**src/rtl/mux_pkg.sv**
```systemverilog
`default_nettype none
// ============================================================================
//  Module      : mux_pkg
//  Description : Shared definitions for the N:1 registered multiplexer.
//                Arbitration mode encodings and a clog2 helper that never
//                returns less than 1, so index signals are at least 1 bit.
//  Revision    : 1.0 - initial release
// ============================================================================
package mux_pkg;

    localparam logic [1:0] MODE_RR   = 2'b00;  // round-robin
    localparam logic [1:0] MODE_PRIO = 2'b01;  // fixed priority, lowest index wins
    localparam logic [1:0] MODE_EXT  = 2'b10;  // external select
    localparam logic [1:0] MODE_NONE = 2'b11;  // reserved, nothing granted

    function automatic int clog2_min1(input int n);
        int r;
        r = 0;
        while ((1 << r) < n) r++;
        return (r < 1) ? 1 : r;
    endfunction

endpackage : mux_pkg
`default_nettype wire

```
**src/rtl/rr_arbiter.sv**
```systemverilog
`default_nettype none
// ============================================================================
//  Module      : rr_arbiter
//  Description : Combinational round-robin arbiter. Finds the first set
//                request bit searching upward from ptr, wrapping at NUM_CH-1.
//                Implemented as a double-width mask-and-find-first: the
//                request vector is duplicated, bits below ptr are masked off,
//                and the lowest surviving bit (mod NUM_CH) is the winner.
//  Ports       : req     [NUM_CH] - request vector
//                ptr     [SEL_W]  - search start index (< NUM_CH)
//                gnt     [NUM_CH] - one-hot grant, zero when no request
//                gnt_idx [SEL_W]  - binary index of the granted channel
//  Revision    : 1.0 - initial release
// ============================================================================
module rr_arbiter
    import mux_pkg::*;
#(
    parameter int NUM_CH = 4,
    parameter int SEL_W  = clog2_min1(NUM_CH)
) (
    input  logic [NUM_CH-1:0] req,
    input  logic [SEL_W-1:0]  ptr,
    output logic [NUM_CH-1:0] gnt,
    output logic [SEL_W-1:0]  gnt_idx
);

    localparam int c_DBL_W = 2 * NUM_CH;
    localparam int c_IDX_W = SEL_W + 1;   // wide enough to index 0..2*NUM_CH-1

    logic [c_DBL_W-1:0] w_dbl;
    logic [c_DBL_W-1:0] w_masked;
    logic [c_IDX_W-1:0] w_dbl_idx;
    logic               w_found;

    assign w_dbl = {req, req};

    // The upper copy always lies at or above ptr, so any request survives
    // the mask somewhere and wrap-around falls out naturally.
    for (genvar j = 0; j < c_DBL_W; j++) begin : g_mask
        assign w_masked[j] = w_dbl[j] & (c_IDX_W'(j) >= {1'b0, ptr});
    end

    always_comb begin
        w_found   = 1'b0;
        w_dbl_idx = '0;
        for (int j = 0; j < c_DBL_W; j++) begin
            if (!w_found && w_masked[j]) begin
                w_found   = 1'b1;
                w_dbl_idx = c_IDX_W'(j);
            end
        end
    end

    always_comb begin
        if (w_dbl_idx >= c_IDX_W'(NUM_CH))
            gnt_idx = SEL_W'(w_dbl_idx - c_IDX_W'(NUM_CH));
        else
            gnt_idx = SEL_W'(w_dbl_idx);
    end

    for (genvar k = 0; k < NUM_CH; k++) begin : g_gnt
        assign gnt[k] = w_found & (gnt_idx == SEL_W'(k));
    end

endmodule : rr_arbiter
`default_nettype wire

```
**src/rtl/mux_nto1_rr.sv**
```systemverilog
`default_nettype none
// ============================================================================
//  Module      : mux_nto1_rr
//  Description : Registered N:1 data multiplexer with per-channel valid/ready
//                handshake and runtime-selectable arbitration (round-robin,
//                fixed priority, external select). A single output register
//                holds the word under backpressure and can drain and refill
//                in the same cycle for full throughput.
//  Ports       : clk, rst          - clock, async active-high reset
//                mux_mode [2]      - 00 RR, 01 priority, 10 external, 11 none
//                sel [SEL_W]       - channel index for external-select mode
//                mux_in [N*DATA_W] - packed channel data, ch k at k*DATA_W
//                in_valid/in_ready - per-channel handshake (ready is comb.)
//                mux_out, out_valid, out_ch - registered output word/index
//                out_ready         - consumer ready
//  Revision    : 1.0 - initial release
// ============================================================================
module mux_nto1_rr
    import mux_pkg::*;
#(
    parameter int NUM_CH = 4,
    parameter int DATA_W = 8,
    parameter int SEL_W  = clog2_min1(NUM_CH)
) (
    input  logic                     clk,
    input  logic                     rst,
    input  logic [1:0]               mux_mode,
    input  logic [SEL_W-1:0]         sel,
    input  logic [NUM_CH*DATA_W-1:0] mux_in,
    input  logic [NUM_CH-1:0]        in_valid,
    output logic [NUM_CH-1:0]        in_ready,
    output logic [DATA_W-1:0]        mux_out,
    output logic                     out_valid,
    output logic [SEL_W-1:0]         out_ch,
    input  logic                     out_ready
);

    localparam logic [NUM_CH-1:0] c_ONE = NUM_CH'(1);

    logic [DATA_W-1:0] r_mux_out;
    logic              r_out_valid;
    logic [SEL_W-1:0]  r_out_ch;
    logic [SEL_W-1:0]  r_rr_ptr;

    logic              w_load_en;
    logic [NUM_CH-1:0] w_elig;
    logic [SEL_W-1:0]  w_ptr;
    logic [NUM_CH-1:0] w_gnt;
    logic [SEL_W-1:0]  w_gnt_idx;
    logic              w_xfer;
    logic [DATA_W-1:0] w_data;

    assign w_load_en = !r_out_valid || out_ready;

    // Non-RR modes reuse the round-robin arbiter: priority mode is RR with
    // the pointer pinned at 0, external mode leaves at most one request.
    // A shift by an out-of-range sel yields an empty eligible set.
    always_comb begin
        w_elig = '0;
        w_ptr  = '0;
        case (mux_mode)
            MODE_RR: begin
                w_elig = in_valid;
                w_ptr  = r_rr_ptr;
            end
            MODE_PRIO: w_elig = in_valid;
            MODE_EXT:  w_elig = in_valid & (c_ONE << sel);
            default:   w_elig = '0;
        endcase
    end

    rr_arbiter #(
        .NUM_CH (NUM_CH),
        .SEL_W  (SEL_W)
    ) u_arb (
        .req     (w_elig),
        .ptr     (w_ptr),
        .gnt     (w_gnt),
        .gnt_idx (w_gnt_idx)
    );

    // Grant is only ever set on a valid channel, so a transfer happens
    // exactly when the register can load and someone was granted.
    assign in_ready = w_load_en ? w_gnt : '0;
    assign w_xfer   = w_load_en && (|w_gnt);

    always_comb begin
        w_data = '0;
        for (int k = 0; k < NUM_CH; k++) begin
            if (w_gnt[k]) w_data = mux_in[k*DATA_W +: DATA_W];
        end
    end

    always_ff @(posedge clk or posedge rst) begin
        if (rst) begin
            r_out_valid <= 1'b0;
            r_mux_out   <= '0;
            r_out_ch    <= '0;
            r_rr_ptr    <= '0;
        end else begin
            if (w_xfer) begin
                r_out_valid <= 1'b1;
                r_mux_out   <= w_data;
                r_out_ch    <= w_gnt_idx;
                if (mux_mode == MODE_RR) begin
                    r_rr_ptr <= (w_gnt_idx == SEL_W'(NUM_CH - 1)) ? '0
                                                                  : w_gnt_idx + SEL_W'(1);
                end
            end else if (w_load_en) begin
                // Data and channel index keep their last value.
                r_out_valid <= 1'b0;
            end
        end
    end

    assign mux_out   = r_mux_out;
    assign out_valid = r_out_valid;
    assign out_ch    = r_out_ch;

endmodule : mux_nto1_rr
`default_nettype wire

```
**config.mk**
```make
export PLATFORM = sky130hd
export DESIGN_NAME = mux_nto1_rr
export DESIGN_NICKNAME = d
export VERILOG_FILES = /design/src/rtl/mux_pkg.sv /design/src/rtl/rr_arbiter.sv /design/src/rtl/mux_nto1_rr.sv
export SDC_FILE = /design/constraint.sdc
export NUM_CORES = 1
export LEC_CHECK = 0
export ABC_CLOCK_PERIOD_IN_PS = 8400
export CAP_MARGIN = 20
export CORE_MARGIN = 2
export CORE_UTILIZATION = 41
export DETAILED_ROUTE_END_ITERATION = 7
export GPL_ROUTABILITY_DRIVEN = 0
export MAX_ROUTING_LAYER = met4
export PLACE_DENSITY_LB_ADDON = 0.1
export SLEW_MARGIN = 5
export SYNTH_ARGS = -nofsm -noshare
export SYNTH_HDL_FRONTEND = slang
export SYNTH_SLANG_ARGS = --single-unit
```
**constraint.sdc**
```tcl
create_clock -name clk -period 8.4 [get_ports clk]
set_input_delay 1.26 -clock clk [delete_from_list [all_inputs] [get_ports clk]]
set_output_delay 1.26 -clock clk [all_outputs]
set_load 0.05 [all_outputs]
```
==> results by group <==
Outcome
  • Status: finished clean

STA
  • Setup violators final: 0
  • Final hold slack: 489 ps
  • Setup Skew: 0.454 ps
  • Setup_tns: 0 ps
  • Post-route clock period utilization: 72.5%
  • Max Slew Vio Count: 0
  • Fmax: 164 MHz
  • Max transition margin: 62.5%
  • Final hold vios: 0
  • Slew at the pin closest to its max-slew limit: 562 ps
  • Min setup slack post-route: 2310 ps
  • Minimum clock period after layout: 6090 ps
  • Unrepaired setup endpoints after global routing: no

Setup path
  • Worst reg-to-reg setup slack: 5430 ps
  • Max FO, Critical Path: 11
  • R2R depth: 11
  • Data required time of the critical path: 7140 ps
  • Critical Path AT: 4830 ps
  • CP Launch Point: mux_mode[0]
  • Kind of critical path: in2out
  • Worst setup EP type: primary output
  • CP startpoint kind: primary input
  • R2r startpoint: r_rr_ptr[1]
  • R2r endpoint: mux_out[1]

Cells and area
  • Layout cells sized above 1: 6.59%
  • Post-route insts no fill: 212
  • Final net count: 230
  • Layout area overhead: 60.5%
  • Ant. Diodes: 0

Yosys
  • Top-count cell post-synth: nor2_1
  • Asr flop ratio synth: 100%
  • Yosys warning count: 0
  • Synth top area cells: dfrtp_1, a21oi_1, a221oi_1
  • Prevailing post-synth register cell: dfrtp_1
  • Synth cell types: 34
  • Post-Synthesis Cells: 129
  • Seq/Total Area, Yosys: 31.9%
  • Synth top area share: 31.9%
  • Number of synthesized flops with an enable pin: 0
  • Mean Syn Cell Area: 7.91 um2
  • Syn nets: 176
  • Number of synthesized register bits: 13
  • Synthesized area: 1020 um2
  • Largest area contributor in the netlist: dfrtp_1
  • Top cells by count, synth: nor2_1, a21oi_1, dfrtp_1

Power and ir drop
  • Reg power frac: 30.0%
  • Switching power: 136 uW
  • Share of total power in combinational logic: 57.6%
  • Switching Fraction: 44.4%
  • Max VDD drop: 223 uV
  • Clock Power Share: 12.4%
  • Leakage: 0.000668 uW
  • Internal power: 171 uW
  • Pwr Density: 187 nW/um2

CTS
  • Hold-fix buffers, CTS: 0
  • Reg clk slew, reported paths: 80 ps
  • Post-CTS Setup Repair Bufs: 0
  • Worst-skew pair later-pin latency: 270 ps
  • CTS Buf Count: 3
  • CTS tree: yes
  • CTS Sinks: 13
  • H-tree depth: 1
  • Post_cts resized: 0
  • Root Driver: clkbuf_4
  • Maximum clock path buffer count: 2

GRT
  • Initial antenna violation count: 0
  • First-pass GRT wire length: 4500 um
  • Gr usage total: 21.8%
  • Vias in the first global route: 1056
  • Remaining Overflow, GRT: 0
  • Largest net degree at the start of global routing: 21

Placed design
  • Port-buffer cells: 57
  • Detail Placement HPWL: 2380 um
  • Placement Setup Slack: 2330 ps
  • Placed Cells: 208

Floorplanning
  • Die X: 53.9 um
  • Die footprint: 2910 um2
  • Die Height: 53.9 um
  • Core area: 2410 um2
  • I/O pins: 58
  • Row cnt: 18
  • Initial core utilization: 42.4%

Min path
  • Hold WC Path Type: reg2reg
  • Worst Hold Endpoint: mux_out[5]
  • Hold path depth: 2
  • Worst Min Path Start: mux_out[5]

Route
  • Routed vias: 1144
  • Avg WL per Cell: 13.7 um
  • Drt drc: 0
  • Final WL: 2890 um
  • Vias per cell: 5.40
  • First-pass DRT Iterations: 5
  • Initial detailed-routing violation count: 13
  • ANT nets after route: 0

Flow run
  • Max-cap violation count: 0
==> flip-flops by register name, summed over array words and instances, names as in the netlist <==
register / count
mux_out: 8
out_ch: 2
r_rr_ptr: 2
out_valid: 1
==> power groups by stage <==
stage | Combinational (uW) | Sequential, uW | Clock (uW)
after floorplan | 63.9 | 139 | 0
after global placement | 175 | 92.6 | 0
after detailed placement | 178 | 93.5 | 0
after CTS | 178 | 92.3 | 38.9
after global routing | 190 | 94.9 | 41.5
final | 177 | 92.1 | 38.2
==> kinds of logic (layout without fill, tap and decap cells) <==
group | Yosys count | after routing | share of synthesized area, %
and+or+nand+nor | 49 | 49 | 25.4
DFF | 13 | 13 | 31.9
adders and majority gates | 4 | 4 | 4.90
buffers and inverters | 19 | 72 | 7.11
AOI/OAI and AO/OA | 41 | 41 | 26.7
muxes | 3 | 3 | 4.04
==> worst max-delay path, stage by stage <==
cell and delay (ps):
clkdlybuf4s50_1 560, or3b_1 490, a221oi_2 420, nor4b_1 120, a21oi_1 320, ha_1 400
clkinv_1 280, nor2_1 160, clkdlybuf4s50_1 810
==> per-layer routing <==
layer  track usage, %  routed length [um]
met4            0.855                  23
met5                -                   0
met2             40.4                1500
met1             24.3                1190
met3             6.11                 188
==> stage by stage <==
step	cell area, um2	util [%]	total power, uW
after detailed placement	1610	66.9	271
after global routing	1640	68.0	326
final	1640	68.0	307
after CTS	1640	68.0	309
after global placement	1610	66.9	268
after floorplan	1020	-	203
==> how the worst max path moves through the flow <==
stage / end / slack [ps] / depth (start not counted)
6_report: in_ready[2] / 2310 / 9
2_1_floorplan: in_ready[2] / 3250 / 9
4_1_cts: in_ready[2] / 2300 / 9
3_5_place_dp: in_ready[2] / 2330 / 9
3_3_place_gp: in_ready[2] / 2390 / 9
5_1_grt: in_ready[2] / 2060 / 9
==> cell usage in the layout (no fill, tap or decap), types with 2 or more instances in the layout <==
master           Yosys  routed
dfrtp_1             13      13
a221oi_1             8       8
o21ai_1              4       4
clkdlybuf4s50_1      0      57
mux2_4               2       2
ha_1                 4       4
nand2_1             11      11
nor2_1              16      16
clkbuf_4             0       3
nor3_1               8       8
or3b_1               2       2
a21oi_1             14      14
o21ai_0              8       8
inv_1                9       9
nand3b_1             2       2
==> area by class of cell <==
type                       instances  area (um2)
clock buffer                       4        26.3
fill                             215         771
inverter                          10        37.5
multi-input combinational         97         634
sequential                        13         325
tap                               30        37.5
timing repair buffer              58         578
(Power assumes the default switching activity.)
